`config.mk`:
```
export PLATFORM = sky130hd
export DESIGN_NAME = universal_reg_n
export DESIGN_NICKNAME = d
export VERILOG_FILES = /design/src/rtl/universal_reg_n.sv
export SDC_FILE = /design/constraint.sdc
export NUM_CORES = 1
export LEC_CHECK = 0
export ABC_AREA = 1
export CAP_MARGIN = 20
export CORE_UTILIZATION = 54
export DETAILED_ROUTE_END_ITERATION = 8
export PLACE_DENSITY = 0.85
export SYNTH_ARGS = -nofsm -noshare
export SYNTH_HDL_FRONTEND = slang
export SYNTH_SLANG_ARGS = --single-unit
```
`constraint.sdc`:
```
create_clock -name clk -period 2.5 [get_ports clk]
set_input_delay 0.25 -clock clk [delete_from_list [all_inputs] [get_ports clk]]
set_output_delay 0.25 -clock clk [all_outputs]
set_load 0.01 [all_outputs]
```
`src/rtl/universal_reg_n.sv`:
```
// rtl/universal_reg_n.sv - N-bit universal register: hold, load, shift, rotate, up/down count
module universal_reg_n #(
  parameter int                 WIDTH       = 8,
  parameter logic [WIDTH-1:0]   RESET_VALUE = '0
) (
  input  logic             clk,
  input  logic             rst,
  input  logic             en,
  input  logic [2:0]       mode,
  input  logic [WIDTH-1:0] d,
  input  logic             sin,
  output logic [WIDTH-1:0] q,
  output logic             sout,
  output logic             carry,
  output logic             zero
);

  localparam logic [2:0] MODE_HOLD = 3'b000;
  localparam logic [2:0] MODE_LOAD = 3'b001;
  localparam logic [2:0] MODE_SHL  = 3'b010;
  localparam logic [2:0] MODE_SHR  = 3'b011;
  localparam logic [2:0] MODE_ROTL = 3'b100;
  localparam logic [2:0] MODE_ROTR = 3'b101;
  localparam logic [2:0] MODE_INC  = 3'b110;
  localparam logic [2:0] MODE_DEC  = 3'b111;

  localparam logic [WIDTH-1:0] ONE      = WIDTH'(1);
  localparam logic [WIDTH-1:0] ALL_ONES = '1;

  logic [WIDTH-1:0] r_q;
  logic             r_sout;
  logic             r_carry;

  logic [WIDTH-1:0] w_q_nxt;
  logic             w_sout_nxt;
  logic             w_carry_nxt;

  // Next-state selection; en=0 and HOLD keep every state bit as is
  always_comb begin
    w_q_nxt     = r_q;
    w_sout_nxt  = r_sout;
    w_carry_nxt = r_carry;
    if (en) begin
      case (mode)
        MODE_HOLD: begin
          w_q_nxt     = r_q;
        end
        MODE_LOAD: begin
          w_q_nxt     = d;
          w_sout_nxt  = 1'b0;
          w_carry_nxt = 1'b0;
        end
        MODE_SHL: begin
          w_q_nxt     = {r_q[WIDTH-2:0], sin};
          w_sout_nxt  = r_q[WIDTH-1];
          w_carry_nxt = 1'b0;
        end
        MODE_SHR: begin
          w_q_nxt     = {sin, r_q[WIDTH-1:1]};
          w_sout_nxt  = r_q[0];
          w_carry_nxt = 1'b0;
        end
        MODE_ROTL: begin
          w_q_nxt     = {r_q[WIDTH-2:0], r_q[WIDTH-1]};
          w_sout_nxt  = r_q[WIDTH-1];
          w_carry_nxt = 1'b0;
        end
        MODE_ROTR: begin
          w_q_nxt     = {r_q[0], r_q[WIDTH-1:1]};
          w_sout_nxt  = r_q[0];
          w_carry_nxt = 1'b0;
        end
        MODE_INC: begin
          w_q_nxt     = r_q + ONE;
          w_sout_nxt  = 1'b0;
          w_carry_nxt = (r_q == ALL_ONES);
        end
        MODE_DEC: begin
          w_q_nxt     = r_q - ONE;
          w_sout_nxt  = 1'b0;
          w_carry_nxt = (r_q == '0);
        end
        default: begin
          w_q_nxt     = r_q;
        end
      endcase
    end
  end

  // State flops with asynchronous reset; reset discards any op in flight
  always_ff @(posedge clk or posedge rst) begin
    if (rst) begin
      r_q     <= RESET_VALUE;
      r_sout  <= 1'b0;
      r_carry <= 1'b0;
    end else begin
      r_q     <= w_q_nxt;
      r_sout  <= w_sout_nxt;
      r_carry <= w_carry_nxt;
    end
  end

  assign q     = r_q;
  assign sout  = r_sout;
  assign carry = r_carry;
  assign zero  = (r_q == '0);

endmodule

```
Word-level counts from Yosys, hierarchy flattened
Index checks and enable logic that the tools add are counted.
- register bits after elaboration: 10
- input bits: 15
- output and inout port bits: 11
- logic and storage cells: 28
- $add $sub $neg: 2
- equality and inequality tests: 8
- mux-type cells: 3
- bitwise operators: 1
- reductions and logical operators: 11
- operator list (cell ; count):
    $pmux 8 s7 ; 1
    $eq 3x3->1 const B ; 4
    $add 8x1->8 const B ; 1
    $eq 8x8->1 const B ; 1
    $logic_not 8->1 ; 1
    $sub 8x1->8 const B ; 1
    $eq 3x2->1 const B ; 2
    $pmux 1 s3 ; 2
    $reduce_and 2->1 ; 3
    $reduce_bool 3->1 ; 2
    $reduce_or 5->1 ; 1
    $reduce_or 2->1 ; 2
    $eq 3x1->1 const B ; 1
    $logic_not 3->1 ; 1
    $reduce_or 3->1 ; 1
    $not 1->1 ; 1

Depth between registers and ports, before layout
Gate-level depths: netlist of the first run.
- depth in word-level cells: 4
- mapped depth: 17
- gate-level depth less buffers: 16

Least setup slack after synthesis of the first run
No wires, ideal clock.
- kind: register to register
- start point: register r_q[1], in the netlist q[1]
- end point: register r_q[6], in the netlist q[6]
- library setup time: 0.117 ns
- data arrival time: 1.458 ns
- required time: 2.383 ns
- setup slack: 0.926 ns
- cell stages (with the launch flop): 15
- path buffers: 0
- clock period less this slack: 1.574 ns
- cell sequence: dfrtp_1 -> nand4_1 -> nand2_1 -> inv_1 -> ha_1 -> inv_1 -> nand2_1 -> nand3_1 -> nor2_1 -> nand2_1 -> nand3_1 -> nand3_1 -> nand2_1 -> nand2_1 -> nand2_1
- cells in the longest elaborated chain, start to end: 2
- elaborated cells on any way between the ends: 3
- classes of those cells: add/sub: 2; mux: 1
- ends and longest elaborated chain (element ; line ; RTL):
    start: declaration ; 30 ; logic [WIDTH-1:0] r_q;
    start signal: assignment ; 97 ; r_q <= w_q_nxt;
    $sub 8x1->8 or $add 8x1->8 (tied branches) ; 79, 74 ;
    $pmux 8 s7 * ; 44 ; case (mode)
Mark *: on every way between the ends. The rest lies on a longest branch, timed or not.
A chain may end at the register's enable or synchronous reset.

Worst setup path after layout of the first run
- start point: register r_q[2], in the netlist q[2]
- end point: output port zero
- cells in the longest elaborated chain, start to end: 1
- ends and longest elaborated chain (element ; line ; RTL):
    $logic_not 8->1 ; 106 ; assign zero = (r_q == '0);
    end: declaration ; 15 ; output logic zero
No other way between the ends.

==> results of run 1 <==
[kinds of logic after synthesis]
kind of cell | Yosys count
and+or+nand+nor | 105
AOI/OAI and AO/OA | 30
buffers and inverters | 30
DFF | 10
adders and majority gates | 3
xor gates and xnor gates | 1
[cells in the final DEF (no fill, tap or decap), drive strengths merged]
master,n
a21oi,3
a221oi,5
a22o,1
a31oi,1
buf,5
clkbuf,3
clkdlybuf4s50,25
clkinv,1
dfrtp,10
ha,3
inv,25
nand2,61
nand3,20
nand4,2
nor2,14
nor3,4
nor4,2
o2111ai,1
o211ai,3
o21ai,12
o21bai,1
o221ai,1
o31ai,1
o41ai,1
or2,2
xor2,1
[critical path: stages (launching register included)]
cell and delay, ns:
dfrtp_1 0.44, inv_1 0.16, nand3_1 0.12, nor3_1 0.27, clkdlybuf4s50_1 0.60
[through the flow]
| stage | power [mW] | cell area [sq um] | util | hold WS [ns] |
|---|---|---|---|---|
| after floorplan | 0.436 | 1150 | - | 0.0902 |
| after global placement | 0.563 | 1430 | 0.721 | 0.475 |
| after detailed placement | 0.570 | 1430 | 0.721 | 0.485 |
| after CTS | 0.679 | 1450 | 0.732 | 0.272 |
| after global routing | 0.728 | 1450 | 0.732 | 0.342 |
| final | 0.678 | 1450 | 0.732 | 0.261 |
[power breakdown]
| part | total, mW | internal, mW | switching, mW |
|---|---|---|---|
| logic | 0.339 | 0.152 | 0.187 |
| registers | 0.233 | 0.188 | 0.0450 |
| clock network | 0.106 | 0.0554 | 0.0504 |
[layer usage]
| metal | track usage | vias to the layer above | part of all wire |
|---|---|---|---|
| met5 | 0 | - | 0 |
| met3 | 0.0189 | 7 | 0.053 |
| met1 | 0.385 | 590 | 0.44 |
| met2 | 0.465 | 46 | 0.49 |
| met4 | 0.139 | 0 | 0.017 |
| li1 | - | 662 | - |
[sequential cells by signal, indices dropped and copies added, names as in the netlist]
| register | flops |
|---|---|
| q | 8 |
| carry | 1 |
| sout | 1 |
[final cells by class]
class | instances | area [sq um] | share of cell area
Timing Repair Buffer | 30 | 288 | 0.198
Sequential cell | 10 | 250 | 0.172
Multi-Input combinational cell | 139 | 754 | 0.520
Clock buffer | 3 | 22.5 | 0.0155
Tap cell | 27 | 33.8 | 0.0233
Inverter | 26 | 103 | 0.0707
[worst max path at each step]
stage / startpoint / endpoint / slack, ns
after floorplan: q[1] / q[6] / 0.93
after global placement: mode[2] / q[6] / 0.25
after detailed placement: mode[2] / q[6] / 0.16
after CTS: q[7] / zero / 0.41
after global routing: mode[2] / q[6] / 0.24
final: q[2] / zero / 0.39
==> impl_results.md, run 1 <==
- Gpl congestion: 0.910
- Pre-CTS setup slack: 0.158 ns
- Clk slew on worst S/H paths: 0.06 ns
- Fillers: 161
- Die area: 2310 sq um
- PD cells: 467 nW/um^2
- Number of top-level pins: 26
- Top cell type's share of synthesized area: 0.218
- Setup TNS: 0 ns
- Layout cells sized above 1: 0.0962
- XOR/XNOR share of the synthesized area: 0.00764
- Routed Antenna Nets: 0
- Crit path required time: 2.25 ns
- Nets: 228
- CP Class: flip-flop to primary output
- Die H: 48.1 microns
- Worst r2r src: q[1]
- Synth cell count leaders: nand2_1, inv_1, nand3_1
- Clock sink count: 10
- Slew Limit Fails: 0
- Worst R2R Path Depth: 16
- Detailed Place HPWL: 2440 microns
- Count leader, synth: nand2_1
- Clock Skews: 0.00530 ns
- Iteration-0 DRC Markers: 55
- Largest family of logic cells by synthesized area: simple AND/OR/NAND/NOR gates
- Largest fanout on the critical path: 5
- Clock Latency Late Sink: 0.26 ns
- FP Rows: 16
- Worst Setup Start Kind: flip-flop
- Synth Area in Compound Gates: 0.194
- Register area share after synthesis: 0.218
- Clk buf depth: 2
- Vias in the first global route: 1,056
- Post-Syn Nets: 197
- DP Cell Count: 232
- Starting Density: 0.578
- First-pass GRT wire length: 4560 microns
- Routed vias: 1,305
- Post-route clock period utilization: 0.843
- Worst Slack Setup Final: 0.393 ns
- RR Endpoint: q[6]
- CTS tree: done
- Final Hold Fails: 0
- Initial antenna violation count: 0
- Avg WL per Cell: 12.8 microns
- Synthesized-area fraction occupied by and/or/nand/nor cells: 0.424
- Synthesized instance count: 179
- Worst VDD drop: 0.375 mV
- Post-Route WL: 3000 microns
- Ys Warns: 0
- Synth Area per Inst: 6.40 sq um
- Die Span X: 48.1 microns
- DR vias/cell: 5.55
- Worst Hold Class: input port to asynchronous set/reset pin
- Leakage power: 0.719 nW
- Top FF cell, synth: dfrtp_1
- Layout area overhead: 26.6%
- Status: finished, final reports clean
- Fmax: 475 MHz
- Min Clock Period, post-route: 2.11 ns
- IO Port Bufs: 25
- H-tree Lvls: 1
- Area contributors post-synth: dfrtp_1, nand2_1, nand3_1, inv_1, nor2_1
- Clock buffer count from CTS: 3
- # diodes: 0
- Core area: 1980 sq um
- CP Data Arrival Time: 1.86 ns
- Resized cells post-CTS: 0
- Final setup fails: 0
- Slew @ Worst Pin: 0.490 ns
- Synth Area in Adders: 0.0328
- Number of hold buffers added after cts: 0
- Multiplexer area fraction after synthesis: 0
- DRC Markers: 0
- Non-Filler Instances: 235
- Largest net degree at the start of global routing: 11
- Crit. End Element: primary output
- Total of max-cap violations: 0
- RSZ-0062 raised after global routing: no
- Worst reg-to-reg setup slack: 0.73 ns
- Root buffer cell: clkbuf_4
- Area of the mapped netlist: 1150 sq um
- Fraction of registers with async set/reset: 1.00
- GRT Util Overall: 0.286
- Number of detailed-route iterations in the first pass: 4
- Post-synth EDFFs: 0
- Synth Register Bits: 10
- Setup bufs post-CTS: 0
- Normalized max-slew margin: 0.672
- Number of distinct library cells after synthesis: 33
- Post-synth top area cell: dfrtp_1
- Remaining global-route overflow: 0
No activity file was read; power rests on OpenSTA's default activity.
==> run 2: changes to the inputs <==
--- a/config.mk
+++ b/config.mk
@@ -7,9 +7,10 @@
 export LEC_CHECK = 0
 export ABC_AREA = 1
 export CAP_MARGIN = 20
-export CORE_UTILIZATION = 54
+export CORE_ASPECT_RATIO = 1.75
+export CORE_UTILIZATION = 45
 export DETAILED_ROUTE_END_ITERATION = 8
-export PLACE_DENSITY = 0.85
+export PLACE_DENSITY = 0.76
 export SYNTH_ARGS = -nofsm -noshare
 export SYNTH_HDL_FRONTEND = slang
 export SYNTH_SLANG_ARGS = --single-unit
==> constraint.sdc (replaced) <==
create_clock -name clk -period 1.8 [get_ports clk]
set_input_delay 0.18 -clock clk [delete_from_list [all_inputs] [get_ports clk]]
set_output_delay 0.18 -clock clk [all_outputs]
set_load 0.01 [all_outputs]
==> run 2 against run 1 <==
Net effect: global-route usage increased by 1.9 points; count of clock-buffer cells in the layout rose by 1; final cell count grew 9.8%; wire length up 23%; sequential share of layout area down 2.3 points; worst setup slack lost 0.31 ns; critical path type is now flip-flop to flip-flop; power increased by 77%.
==> impl_results.md, run 2 (same netlist as run 1, synthesis figures left out) <==
- CP Data Arrival Time: 1.85 ns (about the same)
- Slew Limit Fails: 0 (unchanged)
- Leakage power: 0.857 nW (+19%)
- GRT Util Overall: 0.305 (+0.0190)
- Worst VDD drop: 0.401 mV (+7.0%)
- Die Span X: 40.2 microns (-16%)
- Gpl congestion: 0.858 (-5.8%)
- Die area: 2760 sq um (+19%)
- Worst Hold Class: input port to asynchronous set/reset pin
- Clock buffer count from CTS: 3 (unchanged)
- Slew @ Worst Pin: 0.429 ns (-0.0608 ns)
- # diodes: 0 (unchanged)
- Detailed Place HPWL: 2900 microns (+19%)
- Clk buf depth: 2 (unchanged)
- Normalized max-slew margin: 0.714 (+0.0412)
- Initial antenna violation count: 0 (unchanged)
- Layout cells sized above 1: 0.223 (+0.127)
- Crit. End Element: flip-flop
- Routed vias: 1,444 (+11%)
- Total Power: 1.20 mW (+77%)
- Worst r2r src: q[1]
- Crit path capture: q[6]
- Nets: 252 (+11%)
- Max reg flops: 8 (unchanged)
- PD cells: 716 nW/um^2 (+53%)
- DRC Markers: 0 (unchanged)
- Routed Antenna Nets: 0 (unchanged)
- Status: finished, final reports clean
- Final setup fails: 0 (unchanged)
- Clock Skews: 0.00432 ns (-0.000984 ns)
- Avg WL per Cell: 14.3 microns (+12%)
- First-pass GRT wire length: 5890 microns (+29%)
- Most common cell after layout, fill and taps aside: nand2_1
- Starting Density: 0.486 (-0.0926)
- Total of max-cap violations: 0 (unchanged)
- RR Endpoint: q[6]
- Largest net degree at the start of global routing: 11 (unchanged)
- Min Clock Period, post-route: 1.72 ns
- H-tree Lvls: 1 (unchanged)
- Commonest cells after routing, fill and taps aside: nand2_1, buf_4, inv_1, clkdlybuf4s50_1, nand3_1
- DR vias/cell: 5.60 (+0.79%)
- Layout area overhead: 46.1%
- Die H: 68.8 microns (+43%)
- Post-Route WL: 3700 microns (+23%)
- Worst Setup Start Kind: flip-flop
- Iteration-0 DRC Markers: 46 (-16%)
- Vias in the first global route: 1,425 (+35%)
- Worst R2R Path Depth: 15 (-1)
- Clock Latency Late Sink: 0.24 ns (-0.02 ns)
- CTS tree: done
- IO Port Bufs: 25 (unchanged)
- Largest fanout on the critical path: 5 (unchanged)
- Remaining global-route overflow: 0 (unchanged)
- Number of top-level pins: 26 (unchanged)
- Number of hold buffers added after cts: 0 (unchanged)
- CP Launch Point: q[1]
- Fillers: 210 (+30%)
- Core area: 2360 sq um (+19%)
- Post-route clock period utilization: 0.954
- Number of detailed-route iterations in the first pass: 5 (+1)
- Crit path required time: 1.93 ns (-0.32 ns)
- Root buffer cell: clkbuf_8
- Clk slew on worst S/H paths: 0.06 ns (about the same)
- Final Hold Fails: 0 (unchanged)
- Fmax: 583 MHz
- Clock sink count: 10 (unchanged)
- Setup TNS: 0 ns (unchanged)
- RSZ-0062 raised after global routing: yes
- Worst reg-to-reg setup slack: 0.08 ns (-0.65 ns)
- CP Class: flip-flop to flip-flop
- FP Rows: 23 (+7)
-- run 2: cell types whose count changed in the layout (fill, tap and decap cells not counted), sizes merged --
| cell | change |
|---|---|
| clkdlybuf4s50 | -4 |
| clkbuf | +1 |
| dlygate4sd2 | +4 |
| buf | +24 |
-- run 2: metrics by stage --
| stage | setup WS, ns | cell area (sq um) | utilization | cells | hold slack (ns) |
|---|---|---|---|---|---|
| finish | 0.0833 | 1670 | 0.709 | 258 | 0.229 |
| global placement | -0.226 | 1580 | 0.671 | 251 | 0.482 |
| CTS | 0.0124 | 1640 | 0.695 | 255 | 0.249 |
| global route | -0.0219 | 1670 | 0.709 | 258 | 0.295 |
| detailed placement | -0.319 | 1580 | 0.671 | 251 | 0.491 |
| floorplan | 0.226 | 1150 | - | 179 | 0.0202 |
-- run 2: worst min path at each step --
stage,start,to,slack [ns],depth (start not counted)
floorplan,rst,carry,0.02,1
global placement,carry,carry,0.48,2
detailed placement,sout,sout,0.49,2
CTS,rst,q[1],0.25,2
global route,rst,q[1],0.29,2
finish,rst,q[1],0.23,2
-- run 2: what timing repair did --
action | 4_1_cts | 5_1_grt
buffers inserted | 0 | 3
setup endpoints to repair | 2 | 2
resized for setup | 5 | 6
pin swaps | 0 | 8
-- run 2: final cells by class --
cell class / instances / area [sq um] / share of cell area
repair buffers: 54 / 463 / 0.277
well taps: 25 / 31.3 / 0.0187
clock buffers: 4 / 55.1 / 0.0329
inverters: 26 / 103 / 0.0613
flip-flops and latches: 10 / 250 / 0.149
multi-input cells: 139 / 772 / 0.461
-- run 2: critical path, stage by stage, from the launching register on --
cell     delay (ns)
dfrtp_1        0.42
nand4_1        0.12
nand2_1        0.06
inv_1          0.06
ha_2           0.16
inv_2          0.04
nand2_2        0.05
nand3_2        0.09
nor2_1         0.13
nand2_1        0.08
nand2_1        0.07
nand2_1        0.04
nand3_1        0.07
nand2_1        0.06
nand2_1        0.07
nand2_1        0.06
-- run 2: routing by layer --
| metal | part of all wire | up-vias | global-route usage |
|---|---|---|---|
| met1 | 0.37 | 672 | 0.313 |
| met2 | 0.55 | 52 | 0.542 |
| met5 | 0 | - | 0 |
| li1 | - | 708 | - |
| met3 | 0.049 | 12 | 0.0481 |
| met4 | 0.027 | 0 | 0.181 |
-- run 2: power breakdown --
group          total [mW]  switching [mW]  leakage (nW)  internal [mW]
logic               0.611           0.329         0.700          0.282
clock network       0.297           0.104        0.0288          0.193
registers           0.292          0.0299         0.128          0.262
total                1.20           0.463         0.857          0.737
==> run 3: changes to the inputs <==
--- a/config.mk
+++ b/config.mk
@@ -8,9 +8,9 @@
 export ABC_AREA = 1
 export CAP_MARGIN = 20
 export CORE_ASPECT_RATIO = 1.75
-export CORE_UTILIZATION = 45
+export CORE_UTILIZATION = 35
 export DETAILED_ROUTE_END_ITERATION = 8
-export PLACE_DENSITY = 0.76
+export SLEW_MARGIN = 20
 export SYNTH_ARGS = -nofsm -noshare
 export SYNTH_HDL_FRONTEND = slang
 export SYNTH_SLANG_ARGS = --single-unit
==> constraint.sdc (replaced) <==
create_clock -name clk -period 1.8 [get_ports clk]
set_input_delay 0.18 -clock clk [delete_from_list [all_inputs] [get_ports clk]]
set_output_delay 0.18 -clock clk [all_outputs]
set_load 0.1 [all_outputs]
==> run 3 against run 2 <==
Net effect: wire length decreased by 0.35%; via count decreased by 2.9%; combinational power up 46%; power up 29%; worst setup slack lost 0.036 ns; clock power barely moved.
==> impl_results.md, run 3 (same netlist as run 1, synthesis figures left out) <==
- Status: finished, final reports clean
- Final Util: 0.574 (-0.135)
- Commonest cells after routing, fill and taps aside: nand2_1, buf_4, inv_1, nand3_1
- First-pass GRT wire length: 6380 microns (+8.4%)
- Final Hold Fails: 0 (unchanged)
- Initial antenna violation count: 0 (unchanged)
- Clock sink count: 10 (unchanged)
- Routed Antenna Nets: 0 (unchanged)
- Clock buffer count from CTS: 3 (unchanged)
- Core area: 3140 sq um (+33%)
- Post-Route WL: 3690 microns (-0.35%)
- # diodes: 0 (unchanged)
- Worst VDD drop: 0.619 mV (+54%)
- Vias in the first global route: 1,442 (+1.2%)
- DR vias/cell: 5.12 (-8.6%)
- Clk buf depth: 2 (unchanged)
- Nets: 250 (-0.79%)
- FP Rows: 27 (+17%)
- Final hold slack: 0.246 ns (+0.0180 ns)
- Iteration-0 DRC Markers: 50 (+8.7%)
- Detailed Place HPWL: 2980 microns (+2.7%)
- Leakage power: 0.893 nW (+4.2%)
- Slew Limit Fails: 0 (unchanged)
- Worst Hold Class: input port to asynchronous set/reset pin
- CTS tree: done
- Normalized max-slew margin: 0.685 (-0.0289)
- RR Endpoint: q[6]
- Clk slew on worst S/H paths: 0.05 ns (about the same)
- Largest fanout on the critical path: 5 (unchanged)
- Worst R2R Path Depth: 15 (unchanged)
- Layout area overhead: 57.4%
- Most common cell after layout, fill and taps aside: nand2_1
- Max reg flops: 8 (unchanged)
- RSZ-0062 raised after global routing: yes
- Worst reg-to-reg setup slack: 0.05 ns (-0.04 ns)
- Number of hold buffers added after cts: 0 (unchanged)
- Min Clock Period, post-route: 1.75 ns (+0.0362 ns)
- Non-Filler Instances: 274 (+6.2%)
- Starting Density: 0.365 (-0.121)
- Remaining global-route overflow: 0 (unchanged)
- Number of top-level pins: 26 (unchanged)
- Avg WL per Cell: 13.4 microns (-6.2%)
- DP Area: 1690 sq um (+6.9%)
- Clock Latency Late Sink: 0.24 ns (about the same)
- GRT Util Overall: 0.239 (-0.0667)
- Layout Cell Area excl Fill: 1800 sq um (+7.8%)
- Layout cells sized above 1: 0.338 (+0.114)
- Total Power: 1.55 mW (+29%)
- H-tree Lvls: 1 (unchanged)
- Clock Skews: 0.00152 ns (-0.00280 ns)
- Final setup fails: 0 (unchanged)
- Largest net degree at the start of global routing: 11 (unchanged)
- Crit path capture: q[6]
- Gpl congestion: 0.861 (+0.36%)
- Crit path required time: 1.93 ns (about the same)
- CP Data Arrival Time: 1.88 ns (+0.03 ns)
- IO Port Bufs: 25 (unchanged)
- DRC Markers: 0 (unchanged)
- Post-route clock period utilization: 0.974 (+0.0201)
- Die Span X: 45.3 microns (+13%)
- CP Class: flip-flop to flip-flop
- DP Cell Count: 269 (+7.2%)
- Fmax: 570 MHz (-2.1%)
- Total of max-cap violations: 0 (unchanged)
- PD cells: 857 nW/um^2 (+20%)
- Worst Setup Start Kind: flip-flop
- Number of detailed-route iterations in the first pass: 4 (-1)
- Slew @ Worst Pin: 0.472 ns (+0.0434 ns)
- Die H: 77.7 microns (+13%)
- Root buffer cell: clkbuf_8
- Routed vias: 1,402 (-2.9%)
- CP Launch Point: q[1]
- Die area: 3520 sq um (+27%)
- Crit. End Element: flip-flop
- Worst r2r src: q[1]
## run 3: changes by cell type in the layout (fill, tap and decap cells not counted), moves of 3 or more
cell | previous run | this run
clkdlybuf4s50_1 | 21 | 11
dfrtp_1 | 10 | 2
dlygate4sd2_1 | 4 | 1
dfrtp_4 | 0 | 5
nand3_2 | 1 | 4
nand3_1 | 18 | 14
buf_12 | 0 | 5
dfrtp_2 | 0 | 3
## run 3: routing by layer
metal | GRT usage | routed length (microns)
met1 | 0.269 | 1450
met2 | 0.433 | 2040
met3 | 0.0186 | 75
met4 | 0.0939 | 117
met5 | 0 | 0
## run 3: power by group
part	switching [mW]	internal [mW]
Combinational	0.581	0.314
Sequential	0.0739	0.278
Clock	0.106	0.194
Total	0.761	0.785
## run 3: final cells by class
type	count	area, sq um
Clock buffer	4	55.1
Tap cell	43	53.8
Fill cell	318	1340
Timing Repair Buffer	52	499
Multi-Input combinational cell	139	821
Sequential cell	10	273
Inverter	26	103
## run 3: how the worst min path moves through the flow
stage | from | endpoint | cells past startpoint
after floorplan | rst | carry | 1
after global placement | sout | sout | 2
after detailed placement | carry | carry | 2
after CTS | rst | carry | 2
after global routing | rst | sout | 2
final | rst | carry | 2
## run 3: stage by stage
| step | TNS [ns] | worst slack, ns |
|---|---|---|
| after global routing | -0.180 | -0.0752 |
| after CTS | 0 | 0.0210 |
| after detailed placement | -1.94 | -0.282 |
| final | 0 | 0.0471 |
| after global placement | -1.68 | -0.229 |
| after floorplan | -0.377 | -0.299 |
## run 3: worst max-delay path: stages (launching register included)
cell	delay, ns
dfrtp_4	0.50
nand4_1	0.14
nand2_1	0.06
inv_1	0.06
ha_2	0.16
inv_2	0.04
nand2_2	0.06
nand3_4	0.08
nor2_2	0.11
nand2_1	0.07
nand2_1	0.06
nand2_1	0.06
nand3_2	0.07
nand2_2	0.05
nand2_1	0.07
nand2_1	0.06
## run 3: repair_timing
item,CTS,global route
pin swaps,0,10
setup buffers,0,1
gates resized for setup,1,15
endpoints found under the setup margin,1,9
gates cloned,0,0
